<file path="config.mk">
export PLATFORM = sky130hd
export DESIGN_NAME = weight_stream_loader
export DESIGN_NICKNAME = d
export VERILOG_FILES = /design/src/rtl/weight_stream_loader.sv
export SDC_FILE = /design/constraint.sdc
export NUM_CORES = 1
export LEC_CHECK = 0
export BUFFER_PORTS_ARGS = -buffer_cell sky130_fd_sc_hd__buf_4
export CORE_MARGIN = 2
export CORE_UTILIZATION = 45
export CTS_CLUSTER_DIAMETER = 60
export DETAILED_ROUTE_END_ITERATION = 6
export HOLD_SLACK_MARGIN = 0.15
export PLACE_DENSITY = 0.79
export REMOVE_ABC_BUFFERS = 1
export SYNTH_ARGS = -nofsm -noshare
export SYNTH_HDL_FRONTEND = slang
export SYNTH_SLANG_ARGS = --single-unit
</file>
<file path="constraint.sdc">
create_clock -name clk -period 4.2 [get_ports clk]
set_input_delay 0.63 -clock clk [delete_from_list [all_inputs] [get_ports clk]]
set_output_delay 0.63 -clock clk [all_outputs]
set_load 0.02 [all_outputs]
</file>
<file path="src/rtl/weight_stream_loader.sv">
// Unpacks 32-bit stream words into two 16-bit weights and writes them one
// per cycle into the local weight memory, starting at a programmed base.
module weight_stream_loader #(
  parameter int MAX_WEIGHT_NUM = 2000,
  parameter int ADDR_W         = 16
) (
  input  logic              clk,
  input  logic              rst,
  input  logic              start,
  input  logic [ADDR_W-1:0] base_addr,
  input  logic [ADDR_W-1:0] weight_count,
  input  logic              in_valid,
  output logic              in_ready,
  input  logic [31:0]       in_data,
  output logic              write_weight_signal,
  output logic [ADDR_W-1:0] write_weight_addr,
  output logic [15:0]       write_weight_data,
  output logic              busy,
  output logic              done,
  output logic              addr_err
);

  // One extra bit so a depth of exactly 2^ADDR_W still compares correctly.
  localparam logic [ADDR_W:0]   L_MAX  = (ADDR_W+1)'(MAX_WEIGHT_NUM);
  localparam logic [ADDR_W-1:0] L_ONE  = {{(ADDR_W-1){1'b0}}, 1'b1};
  localparam logic [ADDR_W-1:0] L_ZERO = '0;

  typedef enum logic [2:0] {
    S_IDLE  = 3'd0,
    S_FETCH = 3'd1,
    S_WR_LO = 3'd2,
    S_WR_HI = 3'd3,
    S_DONE  = 3'd4
  } state_t;

  state_t            r_state;
  state_t            w_state_next;
  logic [31:0]       r_word;
  logic [ADDR_W-1:0] r_addr;
  logic [ADDR_W-1:0] r_rem;
  logic              r_addr_err;

  logic w_in_range;
  logic w_more;
  logic w_wr_state;

  assign w_in_range = ({1'b0, r_addr} < L_MAX);
  assign w_more     = (r_rem > L_ONE);
  assign w_wr_state = (r_state == S_WR_LO) || (r_state == S_WR_HI);

  always_ff @(posedge clk or posedge rst) begin
    if (rst) begin
      r_state <= S_IDLE;
    end else begin
      r_state <= w_state_next;
    end
  end

  always_comb begin
    w_state_next = r_state;
    case (r_state)
      S_IDLE: begin
        if (start) begin
          w_state_next = (weight_count != L_ZERO) ? S_FETCH : S_DONE;
        end
      end
      S_FETCH: begin
        if (in_valid) begin
          w_state_next = S_WR_LO;
        end
      end
      S_WR_LO: w_state_next = w_more ? S_WR_HI : S_DONE;
      S_WR_HI: w_state_next = w_more ? S_FETCH : S_DONE;
      S_DONE:  w_state_next = S_IDLE;
      default: w_state_next = S_IDLE;
    endcase
  end

  // Address and count advance even on suppressed writes so the load always ends.
  always_ff @(posedge clk or posedge rst) begin
    if (rst) begin
      r_word     <= '0;
      r_addr     <= '0;
      r_rem      <= '0;
      r_addr_err <= 1'b0;
    end else begin
      case (r_state)
        S_IDLE: begin
          if (start) begin
            r_addr     <= base_addr;
            r_rem      <= weight_count;
            r_addr_err <= 1'b0;
          end
        end
        S_FETCH: begin
          if (in_valid) begin
            r_word <= in_data;
          end
        end
        S_WR_LO, S_WR_HI: begin
          r_addr <= r_addr + L_ONE;
          r_rem  <= r_rem - L_ONE;
          if (!w_in_range) begin
            r_addr_err <= 1'b1;
          end
        end
        default: begin
        end
      endcase
    end
  end

  always_comb begin
    in_ready            = 1'b0;
    write_weight_signal = 1'b0;
    write_weight_addr   = '0;
    write_weight_data   = '0;
    busy                = (r_state != S_IDLE);
    done                = (r_state == S_DONE);
    addr_err            = r_addr_err;
    if (r_state == S_FETCH) begin
      in_ready = 1'b1;
    end
    if (w_wr_state && w_in_range) begin
      write_weight_signal = 1'b1;
      write_weight_addr   = r_addr;
      write_weight_data   = (r_state == S_WR_LO) ? r_word[15:0] : r_word[31:16];
    end
  end

endmodule

</file>
==> results.cfg <==
[run_status]
status = finished, final reports clean

[cts]
cts_max_path_buffers = 2
insertion_delay_ns = 0.34
clkSinkCount = 68
cts.clk_slew.worst_paths_ns = 0.08
cts_hold_buf = 0
cts_tree = done
post_cts_buffers = 0
ctsResizeCount = 0
h-tree-depth = 3
cts-buffers-inserted = 9
clock-root-buffer = clkbuf_8

[yosys]
synth_warnings = 0
ys.flop_type = dfrtp_1
synth_top_family_by_area = simple AND/OR/NAND/NOR gates
synthDistinctLibCells = 54
synth_xor_area_frac = 0.00455
ys_seq_area_frac = 0.442
async_flop_share = 1.00
synth_top_area_frac = 0.442
syn_inst = 418
synth.mux.area_fraction = 0.101
synth_area_um2 = 3850
synth.area.top_cells = dfrtp_1 44%, mux2_1 9.4%, nand2_1 5.6%
synth-simple-area-share = 0.218
synth_compound_area_frac = 0.169
synth-edff-count = 0
synth_top_area_cell = dfrtp_1
syn_area_per_cell_um2 = 9.22
synth_fa_ha_area_frac = 0.00974
ys_ff_latch = 68

[finish]
insertedDiodeCount = 0
nets = 575
drive_gt1_frac = 0.257
final_cell_mix = 104 x buf_4, 68 x dfrtp_1, 57 x nand2_1
mostFrequentLayoutCell = buf_4
utilization = 0.585
syn2layout_area_growth_pct = 25.5

[worst_setup_path]
endpoint_kind = output pin
path_max_fanout = 17
critPathRequiredTime_ns = 3.57
rrSetupSlack_ns = 2.11
setup.worst_path.start_class = register
critPathKind = register to output pin
worstPathArrival_ns = 2.55
regToRegStartpoint = r_state[0]$_DFFE_PP0P_
crit_start = r_addr[6]$_DFFE_PP0P_
rr_worst_depth = 4
reg2reg_to = r_addr[10]$_DFFE_PP0P_

[timing]
finalMaxSlewViolations = 0
clock.fmax_mhz = 314
hold_viol = 0
finalSetupTns_ns = 0
clock-skew-final_ns = 0.0113
timing.final.crit_share = 0.757
max_slew.worst_pin.slew_ns = 1.19
post-route-min-period_ns = 3.18
slew_headroom = 0.209
report.final.setup_viol = 0
grt_setup_unrepaired = false

[power]
powerDensity_nw_per_um2 = 650
ir_worst_vdd_mv = 0.289
swShare = 0.405
p_int_mw = 1.87
power_frac_seq = 0.406
switchingPower_mw = 1.27
p_comb_frac = 0.402
p_clk_frac = 0.193
p_leak_nw = 2.16

[routing]
detail_route.vias_per_cell = 5.67
routed_wl_um = 9580
vias = 3480
drt_pass1_iterations = 4
drc_errors = 0
drt_first_iter_violations = 174
drtAntennaViolNets = 0
wl_per_cell_um = 15.6

[floorplanning]
die_w_um = 96.5
io_pins = 105
core-area_um2 = 8260
die_h_um = 96.5
fp-row-count = 33
die-area_um2 = 9320
start_util = 0.467

[flow_run]
maxCapViolCount = 0

[grt]
grt_first_pass_wirelength_um = 15300
overflow = 0
antenna_found_initial = 0
grt_max_degree = 39
first_global_vias = 3196
grt_usage = 0.212

[min_path]
hold_path.class = primary input to asynchronous set/reset pin

[place]
place.gp.congestion = 0.860
io_buffers = 99
dp_hpwl_um = 6580
## registers in the layout (all words and copies together), names as in the netlist
name,count
r_state,3
addr_err,1
r_addr,16
r_word,32
r_rem,16
## Yosys cell counts, types with 2 or more instances
master     count
o311ai_1       2
a2bb2oi_1      5
or4_1          2
buf_2         13
nor3b_2        2
nor2b_1        3
nand3_1       14
buf_1          2
o21ai_1       15
a22oi_1        8
inv_1          9
nor2_1        21
xor2_1         2
o21ai_0        8
and4_1         3
o41ai_1        3
o32ai_1        2
and2_1        17
buf_4          5
and3_1         3
mux2i_1        3
dfrtp_1       68
mux2_1        32
clkbuf_1      11
nand2_1       57
a21o_1         2
a211oi_1       2
or3b_1         2
a31oi_1        3
nand4_1       11
o211ai_1       3
nor4_2         2
nor4_1         5
nor3_1         4
buf_6          2
nor3b_1        3
a21oi_1       42
or3_1          4
ha_1           3
nand2b_1       3
o22ai_1        4
## kinds of logic (layout without fill, tap and decap cells)
logic type	count (synthesis)	count (layout)
AOI/OAI and AO/OA	106	106
xor gates and xnor gates	2	2
adders and majority gates	3	3
buffers and inverters	43	130
DFF	68	68
muxes	35	35
other	1	5
and+or+nand+nor	160	160
## critical path, stage by stage (launching register included)
cell and delay, ns:
dfrtp_1 0.47, and3_1 0.38, o211a_1 0.23, or3_1 0.53, inv_2 0.22, and2_1 0.23, buf_4 0.15
## layout make-up
class	instances	area [µm²]
repair buffers	104	781
flip-flops and latches	68	1700
fillers	719	3420
clock inverters	6	87.6
inverters	10	37.5
clock buffers	10	138
multi-input cells	311	1960
well taps	105	131
## worst max path at each step
stage	endpoint	slack (ns)	cells after the start
global placement	write_weight_addr[0]	1.51	6
finish	write_weight_addr[2]	1.02	6
detailed placement	write_weight_addr[9]	1.39	6
CTS	write_weight_addr[9]	1.00	6
floorplan	write_weight_data[0]	1.07	4
global route	write_weight_addr[3]	0.83	6
## stage by stage
step	hold WS (ns)	total power [mW]	instances	setup slack, ns	instance area, µm²
after floorplan	0.458	2.12	389	1.07	3690
after global placement	0.466	2.47	598	1.51	4610
after detailed placement	0.475	2.54	598	1.39	4610
after CTS	0.379	3.15	614	1.00	4830
after global routing	0.402	3.38	614	0.830	4830
final	0.371	3.14	614	1.02	4830
## power by group through the flow
stage          clock, mW  sequential [mW]  combinational (mW)
3_3_place_gp           0             1.25                1.22
3_5_place_dp           0             1.27                1.26
6_report           0.605             1.27                1.26
4_1_cts            0.617             1.27                1.27
2_1_floorplan          0             1.20               0.918
5_1_grt            0.653             1.32                1.41
## routing by layer
metal | part of all wire | global-route usage | wire length (µm) | up-vias
li1 | - | - | - | 1677
met1 | 0.45 | 0.281 | 4290 | 1663
met2 | 0.47 | 0.342 | 4460 | 128
met3 | 0.075 | 0.0535 | 720 | 12
met4 | 0.012 | 0.0716 | 114 | 0
met5 | 0 | 0 | 0 | -
(Power assumes the default switching activity.)
